$ cat config.mk
export PLATFORM = sky130hd
export DESIGN_NAME = ifetch_unit
export DESIGN_NICKNAME = d
export VERILOG_FILES = /design/src/rtl/ifetch_unit.sv
export SDC_FILE = /design/constraint.sdc
export NUM_CORES = 1
export LEC_CHECK = 0
export CAP_MARGIN = 20
export CORE_MARGIN = 8
export CORE_UTILIZATION = 57
export DETAILED_ROUTE_END_ITERATION = 12
export HOLD_SLACK_MARGIN = 0.1
export PLACE_DENSITY = 0.95
export REMOVE_ABC_BUFFERS = 1
export SYNTH_ARGS = -nofsm -noshare
export SYNTH_HDL_FRONTEND = slang
export SYNTH_SLANG_ARGS = --single-unit
export TNS_END_PERCENT = 100
$ cat constraint.sdc
create_clock -name CLK -period 15.4 [get_ports CLK]
set_input_delay 3.08 -clock CLK [delete_from_list [all_inputs] [get_ports CLK]]
set_output_delay 3.08 -clock CLK [all_outputs]
set_load 0.005 [all_outputs]
$ cat src/rtl/ifetch_unit.sv
// Instruction-fetch stage: owns the PC, issues word reads to cache port 1, and
// buffers {PC, instruction} pairs for decode behind a valid/ready handshake.
module ifetch_unit #(
    parameter logic [31:0] RESET_PC   = 32'h0000_0000,
    parameter int unsigned FIFO_DEPTH = 2
) (
    input  logic        CLK,
    input  logic        RST,
    input  logic        FETCH_EN,
    input  logic        REDIRECT,
    input  logic [31:0] REDIRECT_PC,
    output logic        IF_RDEN,
    output logic [13:0] IF_ADDR,
    input  logic [31:0] IF_DIN,
    input  logic        IF_VALID,
    output logic        DEC_VALID,
    input  logic        DEC_READY,
    output logic [31:0] DEC_INSTR,
    output logic [31:0] DEC_PC
);

    localparam int unsigned PW = (FIFO_DEPTH > 1) ? $clog2(FIFO_DEPTH) : 1;
    localparam int unsigned CW = PW + 1;
    localparam logic [CW-1:0] DEPTH_C = CW'(FIFO_DEPTH);
    localparam logic [31:0]   PC_INIT = {RESET_PC[31:2], 2'b00};

    typedef enum logic [1:0] {
        S_IDLE,
        S_REQ,
        S_DROP
    } state_t;

    state_t        state, state_next;
    logic [31:0]   pc, pc_next;
    logic [13:0]   drop_addr, drop_addr_next;
    logic [31:0]   target;

    logic [31:0]   fifo_pc    [FIFO_DEPTH];
    logic [31:0]   fifo_instr [FIFO_DEPTH];
    logic [PW-1:0] wr_ptr, rd_ptr;
    logic [CW-1:0] count, count_after_push;

    logic          push, pop, pop_req, flush;

    assign target    = REDIRECT_PC & ~32'h3;
    assign DEC_VALID = (count != '0);
    assign DEC_PC    = fifo_pc[rd_ptr];
    assign DEC_INSTR = fifo_instr[rd_ptr];
    assign pop_req   = DEC_VALID && DEC_READY;
    // Occupancy if this cycle's capture is pushed; decides back-to-back issue.
    assign count_after_push = count + CW'(1) - CW'(pop_req);

    always_comb begin
        state_next     = state;
        pc_next        = pc;
        drop_addr_next = drop_addr;
        push           = 1'b0;
        flush          = 1'b0;
        IF_RDEN        = 1'b0;
        IF_ADDR        = pc[15:2];

        case (state)
            S_IDLE: begin
                if (REDIRECT) begin
                    pc_next = target;
                    flush   = 1'b1;
                end else if (FETCH_EN && (count < DEPTH_C)) begin
                    state_next = S_REQ;
                end
            end
            S_REQ: begin
                IF_RDEN = 1'b1;
                if (REDIRECT) begin
                    pc_next = target;
                    flush   = 1'b1;
                    if (IF_VALID) begin
                        state_next = S_IDLE;
                    end else begin
                        // Outstanding miss must complete on its original address.
                        state_next     = S_DROP;
                        drop_addr_next = pc[15:2];
                    end
                end else if (IF_VALID) begin
                    push    = 1'b1;
                    pc_next = pc + 32'd4;
                    if (!(FETCH_EN && (count_after_push < DEPTH_C))) begin
                        state_next = S_IDLE;
                    end
                end
            end
            S_DROP: begin
                IF_RDEN = 1'b1;
                IF_ADDR = drop_addr;
                if (REDIRECT) begin
                    pc_next = target;
                end
                if (IF_VALID) begin
                    state_next = S_IDLE;
                end
            end
            default: begin
                state_next = S_IDLE;
            end
        endcase

        pop = pop_req && !flush;
    end

    always_ff @(posedge CLK or posedge RST) begin
        if (RST) begin
            state     <= S_IDLE;
            pc        <= PC_INIT;
            drop_addr <= '0;
        end else begin
            state     <= state_next;
            pc        <= pc_next;
            drop_addr <= drop_addr_next;
        end
    end

    always_ff @(posedge CLK or posedge RST) begin
        if (RST) begin
            wr_ptr <= '0;
            rd_ptr <= '0;
            count  <= '0;
            for (int unsigned i = 0; i < FIFO_DEPTH; i++) begin
                fifo_pc[i]    <= '0;
                fifo_instr[i] <= '0;
            end
        end else if (flush) begin
            wr_ptr <= '0;
            rd_ptr <= '0;
            count  <= '0;
        end else begin
            if (push) begin
                fifo_pc[wr_ptr]    <= pc;
                fifo_instr[wr_ptr] <= IF_DIN;
                wr_ptr             <= wr_ptr + PW'(1);
            end
            if (pop) begin
                rd_ptr <= rd_ptr + PW'(1);
            end
            count <= count + CW'(push) - CW'(pop);
        end
    end

endmodule

==> flow_summary.json, run 1 <==
{
  "post-cts-setup-buffer-count": 0,
  "setup_ws_ns": 9.604,
  "hpwl_um": 13310,
  "clock-sinks": 174,
  "ios": 150,
  "drtIter0Drc": 337,
  "grt_pass1_wl_um": 31340,
  "yosys.area_share.simple_pct": 8.535,
  "wl_per_cell_um": 19.58,
  "dp_slack_ns": 9.360,
  "layout.nets": 880,
  "cp_max_fo": 39,
  "yosys.area.top_type": "dfrtp_1",
  "status": "finished, final reports clean",
  "irDropWorstVdd_v": 0.0001329,
  "skew_ns": 0.007507,
  "cts_resized": 0,
  "fmax_mhz": 172.5,
  "vias_per_cell": 5.879,
  "muxShareOfSynthArea_pct": 28.10,
  "leakage_nw": 4.358,
  "grt_max_degree": 96,
  "grt_pass1_vias": 6076,
  "die_y_um": 137.2,
  "cpPeakStageDelay_ns": 0.80,
  "switching_power_uw": 755.2,
  "avgSynthCellArea_sq_um": 12.35,
  "period_minus_slack_ns": 5.796,
  "die_area_sq_mm": 0.01882,
  "synth_compound_area_share_pct": 7.010,
  "num_rows": 44,
  "relSlewSlack_pct": 30.93,
  "drv_cap": 0,
  "crit_path_start_kind": "flip-flop",
  "grt_overflow": 0,
  "synth.distinct_cells": 51,
  "multi_input_area_sq_mm": 0.003806,
  "synth-edff-count": 0,
  "synth_async_sr_flop_share_pct": 100.0,
  "p_int_mw": 1.562,
  "synth_top_area_share_pct": 52.02,
  "ant_nets": 0,
  "synthAdderAreaFrac_pct": 0.8969,
  "synth_top_family_by_area": "multiplexers",
  "antennaDiodeCount": 0,
  "worst_slew_pin_slew_ns": 1.036,
  "cp_cell_sequence": "buf_4, mux2_2, clkdlybuf4s50_1",
  "slew_viol_final": 0,
  "cp-end-kind": "primary output",
  "setup_viol": 0,
  "yosysWarnings": 0,
  "yosys_most_used_dff": "dfrtp_1",
  "totalWireLength_um": 19600,
  "yosysSeqAreaShare_pct": 52.02,
  "path_buf_inv": 2,
  "synth-seq-cells": 174,
  "area_growth_pct": 26.07,
  "hold_viol_final": 0,
  "cts_made_buffers": 17,
  "initial_core_util_pct": 58.03,
  "power_density_mw_per_mm2": 219.6,
  "cpLargestDelayFamily": "buffers and inverters",
  "cts.htree.levels": 4,
  "first_pass_iters": 4,
  "min_period_over_period_pct": 37.63,
  "seqCellArea_sq_mm": 0.004355,
  "antenna_found_initial": 0,
  "holdWs_ns": 0.4833,
  "syn_inst": 678,
  "rsz0062_at_grt": "no",
  "die_x_um": 137.2,
  "clkPwrFrac_pct": 18.7,
  "swShare_pct": 32.59,
  "io_buffers": 145,
  "seqPwrFrac_pct": 37.0,
  "clk_pin_slew_ns": 0.07,
  "drive_gt1_share_pct": 31.95,
  "synth_xor_area_share_pct": 0.5232,
  "fillerInstances": 989,
  "cp_data_arrival_time_ns": 2.72,
  "cts_buffer_depth": 2,
  "min_path_type": "reg2reg",
  "drcViolationCount": 0,
  "cts-hold-fix-buffers": 0,
  "core-area_sq_mm": 0.01442,
  "cp.required_ns": 12.32,
  "vias": 5885,
  "clk_latency_ns": 0.42,
  "pwr-share-comb_pct": 44.3,
  "cts_tree": "yes",
  "finalSetupTns_ns": 0,
  "crit_slowest_cell": "dfrtp_2",
  "netlist_area_sq_mm": 0.008371,
  "criticalPathCategory": "reg2out",
  "synthTopCellsByArea": "dfrtp_1, mux2_2, nand2_1, nor2_1, a21oi_1",
  "finalWeightedCongestion": 0.8188,
  "root_buffer": "clkbuf_16",
  "grtUsageTotal_pct": 21.10
}
[flip-flops by register name, summed over array words and instances (netlist names)]
signal,cells
pc,30
count,2
fifo_instr,64
state,2
fifo_pc,60
wr_ptr,1
drop_addr,14
rd_ptr,1
[cells in the mapped netlist, types with 3 or more instances]
cell type	number
xor2_1	3
nand2_1	36
clkbuf_1	19
nor3_1	8
dfrtp_1	174
or3_1	4
nand4_1	9
mux2_2	208
o21ai_0	19
nor2b_1	4
o22ai_1	12
a2bb2oi_1	7
a311oi_1	5
a21oi_1	23
a31oi_1	6
nand3_1	21
inv_1	9
nor2_1	32
a211oi_1	4
buf_2	21
ha_1	6
buf_1	3
and3_1	6
[cell families (layout without fill, tap and decap cells)]
kind of cell             after synthesis  count (layout)
multiplexers                         209             209
flip-flops                           174             174
AND/OR/NAND/NOR                      137             137
AO/OA/AOI/OAI                         91              91
buffers and inverters                 55             193
adder cells (fa/ha/maj)                6               6
XOR/XNOR                               5               5
other                                  1               2
[stage by stage]
stage	total power, mW	instance area, sq um	cells	util [%]
finish	2.317	10550	1001	73.16
global route	2.464	10550	1001	73.16
CTS	2.335	10530	1000	72.97
detailed placement	1.895	9923	968	68.80
global placement	1.848	9923	968	68.80
floorplan	1.402	8172	634	-
[area by class of cell]
class | instances | area share [%]
flip-flops and latches | 174 | 41.27
multi-input cells | 450 | 36.07
repair buffers | 151 | 14.37
clock buffers | 20 | 4.423
well taps | 184 | 2.182
clock inverters | 12 | 1.281
inverters | 10 | 0.4031
[layout by cell type (no fill, tap or decap), types with 7 or more instances in the layout]
cell type	instances
clkbuf_16	17
a2bb2oi_1	7
nand4_1	9
mux2_2	208
o21ai_0	19
o22ai_1	12
nor3_1	8
nand3_1	20
dfrtp_1	173
clkdlybuf4s50_1	145
inv_1	8
a21oi_1	23
nor2_1	31
nand2_1	36
[power by group through the flow]
stage | Combinational (mW) | Sequential (mW) | Clock [mW]
after floorplan | 0.589 | 0.813 | 0
after global placement | 1.00 | 0.844 | 0
after detailed placement | 1.03 | 0.866 | 0
after CTS | 1.04 | 0.857 | 0.439
after global routing | 1.11 | 0.892 | 0.461
final | 1.03 | 0.858 | 0.434
[routing by layer]
layer  track usage (%)  routed length (um)
met1             27.82                8638
met2             34.26                9484
met3             5.142                1244
met4             5.492                 237
met5                 0                   0
[path summary, 6_finish.rpt]
kind                            cells after the start        start  slack [ns]              to
worst max-delay path                                3       rd_ptr        9.60       DEC_PC[6]
worst min-delay path                                2  fifo_pc[14]        0.48     fifo_pc[14]
worst max register to register                      5     state[0]       12.13          pc[18]
worst min register to register                      2  fifo_pc[14]        0.48     fifo_pc[14]
max in group asynchronous                           4          RST       10.94          rd_ptr
min in group asynchronous                           2          RST        3.22  fifo_instr[23]
[worst register-to-register path: stages, from the launching register on]
cell and delay (ns):
dfrtp_1 0.40, inv_1 0.17, ha_1 0.81, or3_1 0.91
nand3_1 0.45, o221a_2 0.41
(Power assumes the default switching activity.)
==> run 2: changes to the inputs <==
Settings changed: CORE_UTILIZATION 57 to 48, PLACE_DENSITY 0.95 to 0.88.
Clock period 15.4 ns to 5.24 ns, I/O delays scaled along.
==> flow_summary.json, run 2 (same netlist as run 1, synthesis figures left out) <==
{
  "die_area_sq_mm": 0.02192,
  "cp-end-kind": "primary output",
  "min_path_type": "reg2reg",
  "first_pass_iters": 5,
  "cp_cell_sequence": "inv_1, ha_1, mux2_2, clkdlybuf4s50_1",
  "fmax_mhz": 266.3,
  "holdPathStages": 2,
  "antenna_found_initial": 0,
  "relSlewSlack_pct": 32.71,
  "grt_overflow": 0,
  "hpwl_um": 13630,
  "hp-start": "fifo_pc[17]",
  "totalWireLength_um": 20380,
  "p_total_mw": 6.956,
  "largest_reg_flops": 64,
  "grt_max_degree": 89,
  "criticalPathCategory": "reg2out",
  "drcViolationCount": 0,
  "vias": 5972,
  "grtUsageTotal_pct": 18.86,
  "setup_ws_ns": 1.485,
  "status": "finished, final reports clean",
  "io_buffers": 145,
  "grt_pass1_wl_um": 33040,
  "cpLargestDelayFamily": "adder cells",
  "wl_per_cell_um": 19.52,
  "antennaDiodeCount": 0,
  "skew_ns": 0.007003,
  "clk_latency_ns": 0.42,
  "cts-hold-fix-buffers": 0,
  "finalWeightedCongestion": 0.8272,
  "drive_gt1_share_pct": 31.99,
  "hold_viol_final": 0,
  "crit_path_start_kind": "flip-flop",
  "top_regs": "fifo_instr: 64 flops, fifo_pc: 60 flops, pc: 30 flops",
  "slew_viol_final": 0,
  "cp_data_arrival_time_ns": 2.71,
  "root_buffer": "clkbuf_16",
  "irDropWorstVdd_v": 0.0003612,
  "top_register": "fifo_instr",
  "core-area_sq_mm": 0.01718,
  "cts.htree.levels": 4,
  "power_density_mw_per_mm2": 649.7,
  "ant_nets": 0,
  "area_growth_pct": 27.91,
  "setup_viol": 0,
  "vias_per_cell": 5.720,
  "cts_tree": "yes",
  "path_buf_inv": 2,
  "die_x_um": 148.1,
  "holdPathEnd": "fifo_pc[17]",
  "r2r_start": "state[0]",
  "post-cts-setup-buffer-count": 0,
  "initial_core_util_pct": 48.73,
  "min_period_over_period_pct": 71.67,
  "cp_max_fo": 19,
  "layout.nets": 884,
  "rrSetupSlack_ns": 2.02,
  "finalSetupTns_ns": 0,
  "rr_worst_depth": 5,
  "num_rows": 48,
  "leakage_nw": 4.403,
  "period_minus_slack_ns": 3.756,
  "grt_pass1_vias": 6300,
  "cts_made_buffers": 17,
  "final_common_cell": "mux2_2",
  "cts_resized": 0,
  "clock-sinks": 174,
  "rsz0062_at_grt": "no",
  "cts_buffer_depth": 2,
  "utilization_pct": 62.33,
  "worst_slew_pin_slew_ns": 1.009,
  "cpPeakStageDelay_ns": 0.77,
  "drtIter0Drc": 273,
  "cp.required_ns": 4.19,
  "crit_slowest_cell": "ha_1",
  "clk_pin_slew_ns": 0.06,
  "die_y_um": 148.1,
  "drv_cap": 0,
  "dp_slack_ns": 1.594,
  "final_cell_mix": "mux2_2, dfrtp_1, clkdlybuf4s50_1, nand2_1, nor2_1",
  "ios": 150,
  "reg2reg_to": "pc[18]"
}
## run 2: power breakdown
group	switching [mW]	internal [mW]	leakage [nW]
combinational	1.18	1.90	2.01
clock	0.513	0.833	0.294
sequential	0.542	1.99	2.10
## run 2: metrics by stage
stage	cells	area (sq um)	hold WS, ns
final	1044	10710	0.4891
after floorplan	634	8172	0.4444
after global routing	1044	10710	0.5098
after global placement	1012	10020	0.4602
after detailed placement	1012	10020	0.4712
after CTS	1042	10650	0.4865
## run 2: worst max-delay path by stage
stage                         from         end  slack, ns  depth (start not counted)
after CTS                 state[0]  IF_ADDR[7]       1.46                          4
after global placement    REDIRECT      pc[28]       1.60                          6
after global routing      state[0]  IF_ADDR[5]       1.36                          4
final                     state[0]  IF_ADDR[5]       1.48                          4
after detailed placement  REDIRECT      pc[24]       1.59                          6
after floorplan                RST    count[0]      -0.52                          1
## run 2: layer usage
layer	GRT usage (%)	vias to the layer above	share of wire [%]
met3	4.193	33	5.7
met1	23.68	3006	43
li1	-	2720	-
met5	0	-	0
met4	7.649	0	2.2
met2	31.03	213	49
## run 2: tightest hold or removal path, stage by stage (launching register included)
cell and delay [ns]:
dfrtp_1 0.34, nand2_1 0.05, o21ai_0 0.06
## run 2: cell type report
type	count	area (sq um)
fillers	1356	6470
flip-flops and latches	174	4355
multi-input cells	450	3806
repair buffers	155	1592
clock buffers	21	470.5
well taps	225	281.5
clock inverters	9	158.9
inverters	10	42.54
